$ cat config.mk
export PLATFORM = sky130hd
export DESIGN_NAME = bram_rf_burst_ctrl_flat
export DESIGN_NICKNAME = d
export VERILOG_FILES = /design/src/rtl/bram_rf_burst_ctrl_if.sv /design/src/rtl/bram_rf_burst_ctrl.sv /design/src/flat_wrapper.sv
export SDC_FILE = /design/constraint.sdc
export NUM_CORES = 1
export LEC_CHECK = 0
export CAP_MARGIN = 20
export CORE_UTILIZATION = 45
export CTS_CLUSTER_DIAMETER = 120
export DETAILED_ROUTE_END_ITERATION = 8
export PLACE_DENSITY_LB_ADDON = 0.12
export SYNTH_ARGS = -nofsm -noshare
export SYNTH_HDL_FRONTEND = slang
export SYNTH_SLANG_ARGS = --single-unit
$ cat constraint.sdc
create_clock -name CLK -period 7.7 [get_ports CLK]
set_input_delay 1.155 -clock CLK [delete_from_list [all_inputs] [get_ports CLK]]
set_output_delay 1.155 -clock CLK [all_outputs]
set_load 0.02 [all_outputs]
$ cat src/rtl/bram_rf_burst_ctrl_if.sv
// Command, read-stream, write-stream and BRAM-port bundle of the operand BRAM burst sequencer.
// slave = the sequencer itself; master = load/store unit plus the BRAM it drives.
interface bram_rf_burst_ctrl_if #(
  parameter int unsigned DATA_W = 32,
  parameter int unsigned ADDR_W = 32,
  parameter int unsigned LEN_W  = 6
);
  logic              cmd_valid;
  logic              cmd_ready;
  logic              cmd_wr;
  logic [ADDR_W-1:0] cmd_base;
  logic [LEN_W-1:0]  cmd_len;

  logic [DATA_W-1:0] rd_data;
  logic              rd_valid;
  logic              rd_ready;

  logic [DATA_W-1:0] wr_data;
  logic              wr_valid;
  logic              wr_ready;

  logic              busy;
  logic              done;
  logic              err;

  logic [ADDR_W-1:0] addrb;
  logic [DATA_W-1:0] dinb;
  logic              enb;
  logic [3:0]        web;
  logic [DATA_W-1:0] doutb;

  modport slave (
    input  cmd_valid, cmd_wr, cmd_base, cmd_len,
    input  rd_ready, wr_data, wr_valid, doutb,
    output cmd_ready, rd_data, rd_valid, wr_ready,
    output busy, done, err,
    output addrb, dinb, enb, web
  );

  modport master (
    output cmd_valid, cmd_wr, cmd_base, cmd_len,
    output rd_ready, wr_data, wr_valid, doutb,
    input  cmd_ready, rd_data, rd_valid, wr_ready,
    input  busy, done, err,
    input  addrb, dinb, enb, web
  );
endinterface

$ cat src/rtl/bram_rf_burst_ctrl.sv
// Burst sequencer owning the single port of the operand BRAM register file.
// Optional bounds check at command accept: define BRAM_RF_BOUNDS_CHK_EN.
module bram_rf_burst_ctrl #(
  parameter int unsigned DATA_W  = 32,
  parameter int unsigned ADDR_W  = 32,
  parameter int unsigned DEPTH   = 48,
  parameter int unsigned LEN_W   = 6,
  parameter logic [3:0]  WR_STRB = 4'b0111
) (
  input logic                 CLK,
  input logic                 RST,
  bram_rf_burst_ctrl_if.slave bus
);

`ifdef BRAM_RF_BOUNDS_CHK_EN
  localparam bit CHK_EN = 1'b1;
`else
  localparam bit CHK_EN = 1'b0;
`endif

  typedef enum logic [1:0] {S_IDLE, S_RD, S_WR, S_FIN} state_e;

  state_e            state_q, state_d;
  logic [ADDR_W-1:0] base_q, base_d;
  logic [LEN_W-1:0]  len_q, len_d;
  logic [LEN_W-1:0]  idx_q, idx_d;
  logic [DATA_W-1:0] rd_data_q, rd_data_d;
  logic              rd_valid_q, rd_valid_d;
  logic              err_q, err_d;

  logic [ADDR_W:0]   cmd_end;
  logic              cmd_oob;
  logic              bounds_bad;
  logic [ADDR_W-1:0] beat_addr;
  logic              rd_issue;
  logic              rd_hs;

  // End address is one bit wider than the bus so a base near 2^ADDR_W cannot wrap past the check
  assign cmd_end    = {1'b0, bus.cmd_base} + (ADDR_W+1)'(bus.cmd_len);
  assign cmd_oob    = (bus.cmd_len != '0) && (cmd_end > (ADDR_W+1)'(DEPTH));
  assign bounds_bad = CHK_EN && cmd_oob;

  assign beat_addr = base_q + ADDR_W'(idx_q);
  assign rd_hs     = rd_valid_q && bus.rd_ready;
  assign rd_issue  = (idx_q < len_q) && (!rd_valid_q || bus.rd_ready);

  assign bus.rd_data  = rd_data_q;
  assign bus.rd_valid = rd_valid_q;
  assign bus.err      = (state_q == S_FIN) && err_q;

  always_ff @(posedge CLK or posedge RST) begin
    if (RST) begin
      state_q    <= S_IDLE;
      base_q     <= '0;
      len_q      <= '0;
      idx_q      <= '0;
      rd_data_q  <= '0;
      rd_valid_q <= 1'b0;
      err_q      <= 1'b0;
    end else begin
      state_q    <= state_d;
      base_q     <= base_d;
      len_q      <= len_d;
      idx_q      <= idx_d;
      rd_data_q  <= rd_data_d;
      rd_valid_q <= rd_valid_d;
      err_q      <= err_d;
    end
  end

  always_comb begin
    state_d       = state_q;
    base_d        = base_q;
    len_d         = len_q;
    idx_d         = idx_q;
    rd_data_d     = rd_data_q;
    rd_valid_d    = rd_valid_q;
    err_d         = err_q;
    bus.cmd_ready = 1'b0;
    bus.busy      = 1'b1;
    bus.wr_ready  = 1'b0;
    bus.done      = 1'b0;
    bus.enb       = 1'b0;
    bus.web       = '0;
    bus.addrb     = '0;
    bus.dinb      = '0;

    unique case (state_q)
      S_IDLE: begin
        bus.cmd_ready = 1'b1;
        bus.busy      = 1'b0;
        if (bus.cmd_valid) begin
          base_d = bus.cmd_base;
          len_d  = bus.cmd_len;
          idx_d  = '0;
          err_d  = bounds_bad;
          if ((bus.cmd_len == '0) || bounds_bad) state_d = S_FIN;
          else if (bus.cmd_wr)                   state_d = S_WR;
          else                                   state_d = S_RD;
        end
      end

      S_RD: begin
        bus.addrb = beat_addr;
        // A new issue doubles as the handshake of the beat it replaces, so rd_valid stays high
        if (rd_issue) begin
          bus.enb    = 1'b1;
          rd_data_d  = bus.doutb;
          rd_valid_d = 1'b1;
          idx_d      = idx_q + LEN_W'(1);
        end else if (rd_hs) begin
          rd_valid_d = 1'b0;
          if (idx_q == len_q) state_d = S_FIN;
        end
      end

      S_WR: begin
        bus.wr_ready = 1'b1;
        bus.addrb    = beat_addr;
        if (bus.wr_valid) begin
          bus.enb  = 1'b1;
          bus.web  = WR_STRB;
          bus.dinb = bus.wr_data;
          idx_d    = idx_q + LEN_W'(1);
          if (idx_q == len_q - LEN_W'(1)) state_d = S_FIN;
        end
      end

      S_FIN: begin
        bus.done = 1'b1;
        err_d    = 1'b0;
        state_d  = S_IDLE;
      end

      default: state_d = S_IDLE;
    endcase
  end

endmodule

$ cat src/flat_wrapper.sv
// flat-port wrapper written by rule: the top's interface ports become plain ports
module bram_rf_burst_ctrl_flat 
#(
  parameter int unsigned DATA_W  = 32,
  parameter int unsigned ADDR_W  = 32,
  parameter int unsigned DEPTH   = 48,
  parameter int unsigned LEN_W   = 6,
  parameter logic [3:0]  WR_STRB = 4'b0111
)
  (CLK, RST, bus_cmd_valid, bus_cmd_wr, bus_cmd_base, bus_cmd_len, bus_rd_ready, bus_wr_data, bus_wr_valid, bus_doutb, bus_cmd_ready, bus_rd_data, bus_rd_valid, bus_wr_ready, bus_busy, bus_done, bus_err, bus_addrb, bus_dinb, bus_enb, bus_web);
  bram_rf_burst_ctrl_if #(.DATA_W(DATA_W), .ADDR_W(ADDR_W), .LEN_W(LEN_W)) bus_i ();
  input logic CLK;
  input logic RST;
  input wire logic [$bits(bus_i.cmd_valid)-1:0] bus_cmd_valid;
  input wire logic [$bits(bus_i.cmd_wr)-1:0] bus_cmd_wr;
  input wire logic [$bits(bus_i.cmd_base)-1:0] bus_cmd_base;
  input wire logic [$bits(bus_i.cmd_len)-1:0] bus_cmd_len;
  input wire logic [$bits(bus_i.rd_ready)-1:0] bus_rd_ready;
  input wire logic [$bits(bus_i.wr_data)-1:0] bus_wr_data;
  input wire logic [$bits(bus_i.wr_valid)-1:0] bus_wr_valid;
  input wire logic [$bits(bus_i.doutb)-1:0] bus_doutb;
  output wire logic [$bits(bus_i.cmd_ready)-1:0] bus_cmd_ready;
  output wire logic [$bits(bus_i.rd_data)-1:0] bus_rd_data;
  output wire logic [$bits(bus_i.rd_valid)-1:0] bus_rd_valid;
  output wire logic [$bits(bus_i.wr_ready)-1:0] bus_wr_ready;
  output wire logic [$bits(bus_i.busy)-1:0] bus_busy;
  output wire logic [$bits(bus_i.done)-1:0] bus_done;
  output wire logic [$bits(bus_i.err)-1:0] bus_err;
  output wire logic [$bits(bus_i.addrb)-1:0] bus_addrb;
  output wire logic [$bits(bus_i.dinb)-1:0] bus_dinb;
  output wire logic [$bits(bus_i.enb)-1:0] bus_enb;
  output wire logic [$bits(bus_i.web)-1:0] bus_web;
  assign bus_i.cmd_valid = bus_cmd_valid;
  assign bus_i.cmd_wr = bus_cmd_wr;
  assign bus_i.cmd_base = bus_cmd_base;
  assign bus_i.cmd_len = bus_cmd_len;
  assign bus_i.rd_ready = bus_rd_ready;
  assign bus_i.wr_data = bus_wr_data;
  assign bus_i.wr_valid = bus_wr_valid;
  assign bus_i.doutb = bus_doutb;
  assign bus_cmd_ready = bus_i.cmd_ready;
  assign bus_rd_data = bus_i.rd_data;
  assign bus_rd_valid = bus_i.rd_valid;
  assign bus_wr_ready = bus_i.wr_ready;
  assign bus_busy = bus_i.busy;
  assign bus_done = bus_i.done;
  assign bus_err = bus_i.err;
  assign bus_addrb = bus_i.addrb;
  assign bus_dinb = bus_i.dinb;
  assign bus_enb = bus_i.enb;
  assign bus_web = bus_i.web;
  bram_rf_burst_ctrl #(.DATA_W(DATA_W), .ADDR_W(ADDR_W), .DEPTH(DEPTH), .LEN_W(LEN_W), .WR_STRB(WR_STRB)) u_core (.CLK(CLK), .RST(RST), .bus(bus_i));
endmodule
* After elaboration in Yosys (flattened, before gate mapping)
Index checks and enable logic that the tools add are counted.
** Storage, ports and cells
- Bits in registers :: 80
- Output and inout port bits :: 107
** Cells by class
- $add $sub $neg :: 3
- Magnitude comparators :: 1
- Eq/ne operators :: 12
- Muxes and demuxes :: 29
- Reductions and logical operators :: 17
** Operator list (number)
- $mux W32 :: 3
- $add A32 B6 Y32 :: 1
- $mux W6 :: 3
- $pmux W6 S3 :: 1
- $mux W2 :: 8
- $eq A6 B6 Y1 :: 2
- $mux W1 :: 9
- $ne A2 B1 Y1 const B :: 4
- $pmux W2 S4 :: 1
- $reduce_and A2 Y1 :: 4
- $add A6 B1 Y6 const B :: 1
- $logic_not A6 Y1 :: 1
- $lt A6 B6 Y1 :: 1
- $ne A2 B2 Y1 const B :: 3
- $reduce_and A6 Y1 :: 1
- $sub A6 B1 Y6 const B :: 1
- $eq A2 B2 Y1 const B :: 2
- $mux W4 :: 1
- $pmux W1 S2 :: 2
- $reduce_and A4 Y1 :: 1
- $reduce_bool A2 Y1 :: 2
- $logic_and A1 B1 Y1 :: 3
- $mux W3 :: 1
- $reduce_bool A3 Y1 :: 1
- other kinds (5) :: 5

* Logic depth before layout (Yosys ltp)
- Depth in word-level cells :: 5
- Depth in mapped cells :: 9

* Worst setup path before layout
No wires, ideal clock.
- Path type :: reg-to-output
- From :: register u_core.idx_q[0]
- To :: output port bus_addrb[22]
- Data arrival time :: 2.464 ns
- Required time :: 6.545 ns
- Setup slack :: 4.081 ns
- Cell stages (with the launch flop) :: 10
- Buffers on the path :: 1
- Path through :: dfrtp_1 > ha_1 > fa_1 > a21oi_1 > o21bai_1 > a211oi_1 > clkbuf_1 > nor4_1 > xnor2_1 > nor2_1
** Between the ends
- Cells in the longest elaborated chain, start to end :: 2
** Ends and longest elaborated chain
- start: declaration :: RTL line bram_rf_burst_ctrl.sv:26 : logic [LEN_W-1:0] idx_q, idx_d;
- start signal: assignment :: RTL line bram_rf_burst_ctrl.sv:64 : idx_q <= idx_d;
- $add A32 B6 Y32 :: RTL line bram_rf_burst_ctrl.sv:43 : assign beat_addr = base_q + ADDR_W'(idx_q);
- $mux W32 :: RTL line bram_rf_burst_ctrl.sv:88 : unique case (state_q)
- end: declaration :: RTL line flat_wrapper.sv:29 : output wire logic [$bits(bus_i.addrb)-1:0] bus_addrb;
No other way between the ends.

* Worst setup path in the final report
- From :: input port bus_rd_ready
- To :: output port bus_enb
** Between the ends
- Cells in the longest elaborated chain, start to end :: 4
** Ends and longest elaborated chain
- start: declaration :: RTL line flat_wrapper.sv:18 : input wire logic [$bits(bus_i.rd_ready)-1:0] bus_rd_ready;
- $logic_or A1 B1 Y1 :: RTL line bram_rf_burst_ctrl.sv:45 : assign rd_issue = (idx_q < len_q) && (!rd_valid_q || bus.rd_ready);
- $logic_and A1 B1 Y1 :: RTL line bram_rf_burst_ctrl.sv:45
- $mux W1 :: RTL line bram_rf_burst_ctrl.sv:106 : if (rd_issue) begin
- $pmux W1 S2 :: RTL line bram_rf_burst_ctrl.sv:88
- end: declaration :: RTL line flat_wrapper.sv:31 : output wire logic [$bits(bus_i.enb)-1:0] bus_enb;
No other way between the ends.

==> results.toml <==
[outcome]
status = "finished clean"

[floorplan]
fp.dieArea_um2 = 10700
die_h_um = 104
row_count = 36
initial_utilization_pct = 47.0
ios = 215
core-area_um2 = 9860
die_w_um = 104

[yosys]
synthMuxAreaShare_pct = 18.0
yosysUniqueCellTypes = 51
synth-edff-count = 0
syn-cell-area_um2 = 4640
ys_seq_area_share_pct = 42.6
yosys.area_share.xor_xnor_pct = 5.29
synth-seq-cells = 79
synthSimpleGateAreaFrac_pct = 17.9
synth_top_family_by_area = "multiplexers"
synth_cells = 444
postSynth.asyncResetShare_pct = 100
synth_ff_type = "dfrtp_1"
synthAdderAreaFrac_pct = 5.29
synth_compound_area_share_pct = 6.82
ys_warn_count = 0
synth.avg_cell_area_um2 = 10.4

[clock_network]
cts_hold_buf = 0
clock-sinks = 79
clk_pin_slew_ps = 90
tritoncts = "yes"
cts_max_level = 3
clockBufferDepth = 2
cts_buffers = 9
cts_root_buf = "clkbuf_8"
cts.repair.resized = 0
clk_latency_ps = 350
post-cts-setup-buffers = 0

[power_and_ir_drop]
p_sw_share_pct = 41.8
p_int_mw = 1.81
pwr-share-seq_pct = 26.2
p_per_area_nw_per_um2 = 435
comb_power_share_pct = 61.4
p_clk_share_pct = 12.4
ir_drop_mv = 0.302
p_sw_mw = 1.30
leakage_nw = 2.98

[grt]
grt_pass1_vias = 4130
antenna_found_initial = 0
top_usage_layer = "met2"
use_met3_pct = 6.80
grt_overflow = 0
grt_usage_pct = 23.4
use_met2_pct = 41.1
grt_max_degree = 80
grt_use_met1_pct = 27.1
grt_pass1_wl_mm = 20.1

[route]
wirelength_mm = 12.3
drcViolationCount = 0
vias = 4110
wire_per_inst_um = 15.7
drt_iter0_drc = 202
firstDrtPassIters = 5
postRouteAntennaNets = 0
viasPerCell = 5.24

[timing]
hold_viol = 0
report.final.slew_viol_count = 0
finClkSkew_ps = 8.26
grt_setup_unrepaired = "no"
max_slew_margin_pct = 31.4
max_freq_ghz = 0.202
worst_pin_slew_ps = 1030
period_share_pct = 64.3
setup_tns_ps = 0
period_minus_slack_ps = 4950
finalSetupViolations = 0

[place]
port_buffers = 212
place_inst = 768
hpwl_mm = 9.14
globalplace.congestion = 0.844

[worst_setup_path]
cp_common_cell = "clkdlybuf4s50_1"
critPathLaunchType = "input port"
cp_cell_sequence = "clkdlybuf4s50_1 -> inv_1 -> a221oi_1 -> o211ai_1 -> nor2_4 -> o21a_1 -> clkdlybuf4s50_1"
r2r_end = "u_core.state_q[0]"
worstSetupEndpointType = "primary output"
arrival_ps = 3800
path_max_fanout = 35
cp_data_required_time_ps = 6550
slowest_delay_ps = 770
r2r_start = "u_core.idx_q[5]"
path_class = "in2out"
ff2ff_path_depth = 6
cpMaxStageDelayCell = "nor2_4"
reg2reg_setup_slack_ps = 5060

[cells_and_area]
nNetsFinal = 774
stdcell_count = 785
diodes = 0
syn_to_final_growth_pct = 53.6
fin_util_pct = 72.2
final_layout_size_suffix_gt1_share_pct = 16.1
final_common_cell = "clkdlybuf4s50_1"
layout_common_cells = "clkdlybuf4s50_1, dfrtp_1, mux2_2, and3_1, nor2_1"

[hold_path]
worstHoldEndpoint = "u_core.bus.rd_data[18]"
hp-class = "reg2reg"
min_from = "u_core.bus.rd_data[18]"
min_path_cells = 1

[job]
maxCapViolCount = 0
[stage by stage]
stage / setup WS (ps) / area [um2] / hold slack (ps) / power [mW]
global placement: 2780 / 6850 / 489 / 2.68
detailed placement: 2710 / 6850 / 495 / 2.72
global route: 2570 / 7130 / 526 / 3.30
floorplan: 4080 / 4640 / 484 / 1.95
CTS: 2720 / 7100 / 515 / 3.12
finish: 2750 / 7130 / 512 / 3.10
[metal layers]
metal | vias to the layer above | routed length, um
li1 | 1970 | -
met1 | 1961 | 4850
met2 | 158 | 6270
met3 | 21 | 978
met4 | 0 | 199
met5 | - | 0
[kinds of logic (layout without fill, tap and decap cells)]
family	Yosys count	after routing
adders and majority gates	19	19
other	1	2
buffers and inverters	45	252
DFF	79	79
muxes	74	74
AOI/OAI and AO/OA	48	48
and+or+nand+nor	150	150
xor gates and xnor gates	28	28
[registers in the layout, summed over array words and instances (netlist names)]
register and count:
u_core.base_q 32, u_core.bus.rd_data 32, u_core.bus.rd_valid 1, u_core.idx_q 6, u_core.len_q 6, u_core.state_q 2
[cell usage after synthesis, types with 2 or more instances]
cell type	n	area share [%]
dfrtp_1	79	43
mux2_2	70	17
and3_1	33	4.4
nor2_1	29	2.3
nand2_1	24	1.9
inv_1	21	1.7
xnor2_1	19	3.6
ha_1	18	4.9
clkbuf_1	16	1.3
a21oi_1	13	1.4
o21ai_0	13	1.4
nand3_1	10	1.1
nor3_1	9	0.97
xor2_1	9	1.7
and2_1	7	0.94
nand4_1	7	0.94
or3_1	6	0.81
buf_2	4	0.43
buf_4	4	0.65
nor3b_1	4	0.65
a21o_1	3	0.49
mux2i_1	3	0.65
nand2b_1	3	0.40
nor4_1	3	0.40
o21bai_1	3	0.49
a31o_2	2	0.38
a31oi_1	2	0.27
nand3b_1	2	0.32
nor3_2	2	0.43
nor4b_1	2	0.38
o31ai_1	2	0.32
or2_2	2	0.27
or4_4	2	0.49
[worst max-delay path by stage]
stage / start / end / cells past startpoint / slack [ps]
after floorplan: u_core.idx_q[0] / bus_addrb[22] / 9 / 4080
after global placement: bus_rd_ready / bus_enb / 7 / 2780
after detailed placement: bus_rd_ready / bus_enb / 7 / 2710
after CTS: bus_rd_ready / bus_enb / 7 / 2720
after global routing: bus_rd_ready / bus_enb / 7 / 2570
final: bus_rd_ready / bus_enb / 7 / 2750
[power groups by stage]
stage / clock [mW] / combinational (mW) / sequential [mW]
after global placement: 0 / 1.87 / 0.803
final: 0.385 / 1.90 / 0.811
after global routing: 0.409 / 2.05 / 0.845
after floorplan: 0 / 1.07 / 0.884
after CTS: 0.392 / 1.92 / 0.810
after detailed placement: 0 / 1.91 / 0.815
[critical path, delay by kind of cell]
family	cells	cell delay, ps
AOI/OAI and AO/OA	3	710
buffers and inverters	3	1140
and+or+nand+nor	1	770
[final cells by class]
cell class | count | area, um2
timing repair buffer | 215 | 2160
inverter | 21 | 80.1
sequential | 79 | 1980
clock inverter | 6 | 116
multi-input combinational | 321 | 2480
fill | 704 | 2740
tap | 133 | 166
clock buffer | 10 | 138
Note: power is estimated with default switching activity, not from simulation.
